$ cat config.mk
export PLATFORM = sky130hd
export DESIGN_NAME = comb_unrank_flat
export DESIGN_NICKNAME = d
export VERILOG_FILES = /design/src/rtl/comb_unrank_pkg.sv /design/src/rtl/comb_unrank_if.sv /design/src/rtl/comb_unrank_binom_lut.sv /design/src/rtl/comb_unrank.sv /design/src/flat_wrapper.sv
export SDC_FILE = /design/constraint.sdc
export NUM_CORES = 1
export LEC_CHECK = 0
export ABC_AREA = 1
export ABC_CLOCK_PERIOD_IN_PS = 5400
export CAP_MARGIN = 20
export CORE_ASPECT_RATIO = 1.5
export CORE_MARGIN = 2
export CORE_UTILIZATION = 28
export DETAILED_ROUTE_END_ITERATION = 8
export RECOVER_POWER = 50
export SYNTH_ARGS = -nofsm -noshare
export SYNTH_HDL_FRONTEND = slang
export SYNTH_SLANG_ARGS = --single-unit
$ cat constraint.sdc
create_clock -name clk -period 5.4 [get_ports clk]
set_input_delay 0.54 -clock clk [delete_from_list [all_inputs] [get_ports clk]]
set_output_delay 0.54 -clock clk [all_outputs]
set_load 0.01 [all_outputs]
$ cat src/rtl/comb_unrank_pkg.sv
// Shared definitions for the combination unranker: default widths, FSM state
// encoding, and a Pascal-recurrence binomial that folds to constants at elaboration.
package comb_pkg;

  localparam int WN_DEF = 4;
  localparam int WR_DEF = 15;

  typedef enum logic [2:0] {
    IDLE,
    CHECK,
    SCAN,
    EMIT,
    DONE
  } state_t;

  // Builds Pascal's triangle row by row; C(n,m) is 0 for m>n because those
  // entries of the row are never reached. Valid for n < 64.
  function automatic int unsigned binomial(input int unsigned n, input int unsigned m);
    int unsigned row [64];
    for (int unsigned j = 0; j < 64; j++) row[j] = (j == 0) ? 1 : 0;
    for (int unsigned i = 1; i <= n && i < 64; i++) begin
      for (int unsigned j = i; j > 0; j--) row[j] = row[j] + row[j-1];
    end
    return (m < 64) ? row[m] : 0;
  endfunction

endpackage

$ cat src/rtl/comb_unrank_if.sv
// Host/consumer bundle for comb_unrank. The optional mask output exists only
// when COMB_UNRANK_MASK_EN is defined.
interface comb_unrank_if
  import comb_pkg::*;
#(
  parameter int WN = WN_DEF,
  parameter int WR = WR_DEF
) ();

  logic          start;
  logic [WN-1:0] N;
  logic [WN-1:0] K;
  logic [WR-1:0] rank;
  logic          busy;
  logic          elem_valid;
  logic [WN-1:0] elem;
  logic          elem_last;
  logic          elem_ready;
  logic          done;
  logic          err;
`ifdef COMB_UNRANK_MASK_EN
  logic [2**WN-1:0] mask;
`endif

  modport master (
    output start, N, K, rank, elem_ready,
    input  busy, elem_valid, elem, elem_last, done, err
`ifdef COMB_UNRANK_MASK_EN
    , input mask
`endif
  );

  modport slave (
    input  start, N, K, rank, elem_ready,
    output busy, elem_valid, elem, elem_last, done, err
`ifdef COMB_UNRANK_MASK_EN
    , output mask
`endif
  );

endinterface

$ cat src/rtl/comb_unrank_binom_lut.sv
// Combinational C(n,m) lookup; every table entry is an elaboration-time constant.
module binom_lut
  import comb_pkg::*;
#(
  parameter int WN = WN_DEF,
  parameter int WR = WR_DEF
) (
  input  logic [WN-1:0] n,
  input  logic [WN-1:0] m,
  output logic [WR-1:0] c
);

  localparam int SZ = 2**WN;

  logic [WR-1:0] lut [SZ][SZ];

  for (genvar i = 0; i < SZ; i++) begin : g_n
    for (genvar j = 0; j < SZ; j++) begin : g_m
      assign lut[i][j] = WR'(binomial(i, j));
    end
  end

  assign c = lut[n][m];

endmodule

$ cat src/rtl/comb_unrank.sv
// Combination unranker: streams the rank-th K-subset of {0..N-1} in lexicographic
// order, smallest element first. Optional element mask under COMB_UNRANK_MASK_EN.
module comb_unrank
  import comb_pkg::*;
#(
  parameter int WN = WN_DEF,
  parameter int WR = WR_DEF
) (
  input  logic         clk,
  input  logic         rst,
  comb_unrank_if.slave bus
);

  localparam logic [WN-1:0] ONE_N = WN'(1);

  state_t        state, next_state;
  logic [WN-1:0] n_r, k_r, x_r;
  logic [WR-1:0] r_r;
  logic          busy_r, done_r, err_r;
  logic [WR-1:0] total_c, step_c;
  logic [WN-1:0] step_n, step_m;
  logic          check_bad, take;
`ifdef COMB_UNRANK_MASK_EN
  logic [2**WN-1:0] mask_r;
`endif

  // Candidate x is chosen when the rank falls inside the block of subsets that
  // start with x: C(remaining elements after x, remaining picks after x).
  assign step_n = n_r - x_r - ONE_N;
  assign step_m = k_r - ONE_N;

  binom_lut #(.WN(WN), .WR(WR)) u_total (.n(n_r),    .m(k_r),    .c(total_c));
  binom_lut #(.WN(WN), .WR(WR)) u_step  (.n(step_n), .m(step_m), .c(step_c));

  assign check_bad = (k_r > n_r) || (r_r >= total_c);
  assign take      = (r_r < step_c);

  always_ff @(posedge clk or negedge rst) begin
    if (!rst) state <= IDLE;
    else      state <= next_state;
  end

  // NOTE: next_state is defaulted before the case so no path leaves it unassigned (no latch).
  always_comb begin
    next_state = state;
    unique case (state)
      IDLE:    if (bus.start) next_state = CHECK;
      CHECK:   next_state = (check_bad || k_r == '0) ? DONE : SCAN;
      SCAN:    if (take) next_state = EMIT;
      EMIT:    if (bus.elem_ready) next_state = (k_r == ONE_N) ? DONE : SCAN;
      DONE:    next_state = IDLE;
      default: next_state = IDLE;
    endcase
  end

  // NOTE: non-blocking assignments so every register here samples pre-edge values.
  always_ff @(posedge clk or negedge rst) begin
    if (!rst) begin
      n_r    <= '0;
      k_r    <= '0;
      x_r    <= '0;
      r_r    <= '0;
      busy_r <= 1'b0;
      done_r <= 1'b0;
      err_r  <= 1'b0;
`ifdef COMB_UNRANK_MASK_EN
      mask_r <= '0;
`endif
    end else begin
      busy_r <= (next_state != IDLE);
      done_r <= (next_state == DONE);
      err_r  <= (state == CHECK) && check_bad;
      case (state)
        IDLE: if (bus.start) begin
          n_r <= bus.N;
          k_r <= bus.K;
          r_r <= bus.rank;
          x_r <= '0;
`ifdef COMB_UNRANK_MASK_EN
          mask_r <= '0;
`endif
        end
        SCAN: if (!take) begin
          r_r <= r_r - step_c;
          x_r <= x_r + ONE_N;
        end
        EMIT: if (bus.elem_ready) begin
          k_r <= k_r - ONE_N;
          x_r <= x_r + ONE_N;
`ifdef COMB_UNRANK_MASK_EN
          mask_r[x_r] <= 1'b1;
`endif
        end
        default: ;
      endcase
    end
  end

  assign bus.elem_valid = (state == EMIT);
  assign bus.elem       = bus.elem_valid ? x_r : '0;
  assign bus.elem_last  = bus.elem_valid && (k_r == ONE_N);
  assign bus.busy       = busy_r;
  assign bus.done       = done_r;
  assign bus.err        = err_r;
`ifdef COMB_UNRANK_MASK_EN
  assign bus.mask       = mask_r;
`endif

endmodule

$ cat src/flat_wrapper.sv
// flat-port wrapper written by rule: the top's interface ports become plain ports
module comb_unrank_flat import comb_pkg::*;
#(
  parameter int WN = WN_DEF,
  parameter int WR = WR_DEF
)
  (clk, rst, bus_start, bus_N, bus_K, bus_rank, bus_elem_ready, bus_busy, bus_elem_valid, bus_elem, bus_elem_last, bus_done, bus_err);
  comb_unrank_if #(.WN(WN), .WR(WR)) bus_i ();
  input  logic clk;
  input  logic rst;
  input wire logic [$bits(bus_i.start)-1:0] bus_start;
  input wire logic [$bits(bus_i.N)-1:0] bus_N;
  input wire logic [$bits(bus_i.K)-1:0] bus_K;
  input wire logic [$bits(bus_i.rank)-1:0] bus_rank;
  input wire logic [$bits(bus_i.elem_ready)-1:0] bus_elem_ready;
  output wire logic [$bits(bus_i.busy)-1:0] bus_busy;
  output wire logic [$bits(bus_i.elem_valid)-1:0] bus_elem_valid;
  output wire logic [$bits(bus_i.elem)-1:0] bus_elem;
  output wire logic [$bits(bus_i.elem_last)-1:0] bus_elem_last;
  output wire logic [$bits(bus_i.done)-1:0] bus_done;
  output wire logic [$bits(bus_i.err)-1:0] bus_err;
  assign bus_i.start = bus_start;
  assign bus_i.N = bus_N;
  assign bus_i.K = bus_K;
  assign bus_i.rank = bus_rank;
  assign bus_i.elem_ready = bus_elem_ready;
  assign bus_busy = bus_i.busy;
  assign bus_elem_valid = bus_i.elem_valid;
  assign bus_elem = bus_i.elem;
  assign bus_elem_last = bus_i.elem_last;
  assign bus_done = bus_i.done;
  assign bus_err = bus_i.err;
  comb_unrank #(.WN(WN), .WR(WR)) u_core (.clk(clk), .rst(rst), .bus(bus_i));
endmodule
==> flow_summary.json <==
{
  "status": "finished, violations left",
  "violations": "max-capacitance violations, max-slew violations",
  "synth_edf_count": 0,
  "htree_levels": 2,
  "cp-end-kind": "flip-flop",
  "synth_area_per_cell_um2": 5.76,
  "drv_slew": 34,
  "tns_ps": 0,
  "rsz0062_at_grt": "false",
  "clock_skew_ps": 3.87,
  "worst_pin_slew_ps": 1750,
  "period_minus_slack_ps": 4680,
  "place_area_um2": 7060,
  "min_path_cells": 2,
  "synthDistinctLibCells": 57,
  "core-area_um2": 22900,
  "min_period_over_period_pct": 86.7,
  "crit_path_start_kind": "flip-flop",
  "drive_above_1_share_pct": 6.56,
  "final-hold-violation-count": 0,
  "synth_top_area_cell": "nand2_1",
  "wl_per_cell_um": 18.4,
  "globalplace.congestion": 1.03,
  "overflow": 0,
  "drc": 0,
  "first_pass_iters": 6,
  "dp_cells": 1415,
  "synth_ff_type": "dfrtp_1",
  "netlist.area_leader.share_pct": 23.6,
  "clk_path_buf_depth": 2,
  "worstHoldPathType": "flip-flop to flip-flop",
  "fin_cells": 1424,
  "postCtsSetupRepairBufs": 0,
  "syn_to_final_growth_pct": 10.9,
  "final_util_pct": 31.5,
  "seq_area_frac_synth_pct": 12.7,
  "diodes": 0,
  "die-width_um": 128,
  "cts_tree": "built",
  "start_util_pct": 28.4,
  "die_area_um2": 24500,
  "die_h_um": 191,
  "final_nets": 1234,
  "syn_nets": 1220,
  "numPortBuffers": 35,
  "cts_sinks": 33,
  "worst_ep_required_time_ps": 5560,
  "synth_warnings": 0,
  "synth-seq-cells": 33,
  "max_cap_violations": 1,
  "routed_wl_um": 26200,
  "io_pins": 36,
  "via_per_inst": 5.61,
  "finalSetupViolCount": 0,
  "clkTransAtPathRegs_ps": 50,
  "crit_slowest_cell": "fa_1",
  "grt_pass1_vias": 7701,
  "grt.total_usage_pct": 21.3,
  "grt_pass1_wl_um": 40900,
  "final_cell_area_um2": 7210,
  "cpPeakStageDelay_ps": 450,
  "synth_area_um2": 6500,
  "cts_resized": 0,
  "antenna_left": 0,
  "clockRootBuffer": "clkbuf_16",
  "synth_area_leaders": "nand2_1, dfrtp_1, ha_1",
  "vias": 7988,
  "dp_hpwl_um": 20400,
  "critPathMostFrequentCell": "nand2_1",
  "critPathMaxFanout": 16,
  "final_cell_mix": "nand2_1, nand3_1, inv_1, nor2_1, o21ai_0",
  "max_freq_mhz": 214,
  "final_common_cell": "nand2_1",
  "drt_iter0_drc": 862,
  "cp.arrival_ps": 4840,
  "critical_path_class": "flip-flop to flip-flop",
  "rows": 68,
  "grt_max_degree": 61,
  "relSlewSlack_pct": -16.6,
  "insertion_delay_ps": 280,
  "syn_inst": 1129,
  "r2r_cells": 28,
  "hold_buffers": 0,
  "numCtsBuffers": 5,
  "antenna_found_initial": 0,
  "ys_async_sr_fraction_pct": 100
}
[sequential cells by signal (all words and copies together) (netlist names)]
name,cells
u_core.bus.done,1
u_core.k_r,4
u_core.bus.err,1
u_core.state,3
u_core.n_r,4
u_core.bus.busy,1
u_core.x_r,4
u_core.r_r,15
[cell usage after synthesis, types with 8 or more instances]
library cell and n:
o21ai_1 13, nor2_1 91, o221ai_1 8, nand4_1 12, inv_1 92, buf_2 21, a21oi_1 56, o21ai_0 76
ha_1 62, o211ai_1 12, nand3_1 101, inv_2 10, clkbuf_1 10, nand2_1 409, dfrtp_1 33
[metrics by stage]
step	hold slack, ps	setup slack (ps)
2_1_floorplan	244	1320
3_3_place_gp	515	836
3_5_place_dp	515	780
4_1_cts	530	758
5_1_grt	561	303
6_report	527	718
[layout make-up]
cell class | instances | area, um2
Inverter | 107 | 403
Fill cell | 2570 | 15700
Clock buffer | 5 | 125
Clock inverter | 3 | 17.5
Multi-Input combinational cell | 943 | 5000
Sequential cell | 33 | 827
Tap cell | 280 | 350
Timing Repair Buffer | 53 | 482
[worst max-delay path, delay by kind of cell (launching register included)]
family / cells / cell delay [ps]
AND/OR/NAND/NOR: 16 / 1810
adder cells (fa/ha/maj): 4 / 1210
buffers and inverters: 6 / 780
flip-flops: 1 / 400
AO/OA/AOI/OAI: 2 / 370
[worst paths after layout]
kind | from | to | slack, ps
max | u_core.x_r[0] | u_core.r_r[0] | 720
max in group asynchronous | rst | u_core.k_r[0] | 3000
min | u_core.r_r[9] | u_core.r_r[9] | 530
min reg2reg | u_core.r_r[9] | u_core.r_r[9] | 530
max reg2reg | u_core.x_r[0] | u_core.r_r[0] | 720
min in group asynchronous | rst | u_core.r_r[14] | 1260
[routing by layer]
layer	global-route usage (%)	routed length [um]
met5	0	0
met4	13.9	2030
met3	1.80	1320
met2	38.9	13200
met1	23.3	9640
[kinds of logic after synthesis]
family	count (synthesis)	synth area share, %
and+or+nand+nor	662	43.9
AOI/OAI and AO/OA	211	19.2
buffers and inverters	153	10.3
adders and majority gates	64	12.6
DFF	33	12.7
xor gates and xnor gates	5	1.25
muxes	1	0.154
Power is not shown: default switching activity piles up to over one toggle a cycle in this logic, so the estimate is an artifact.
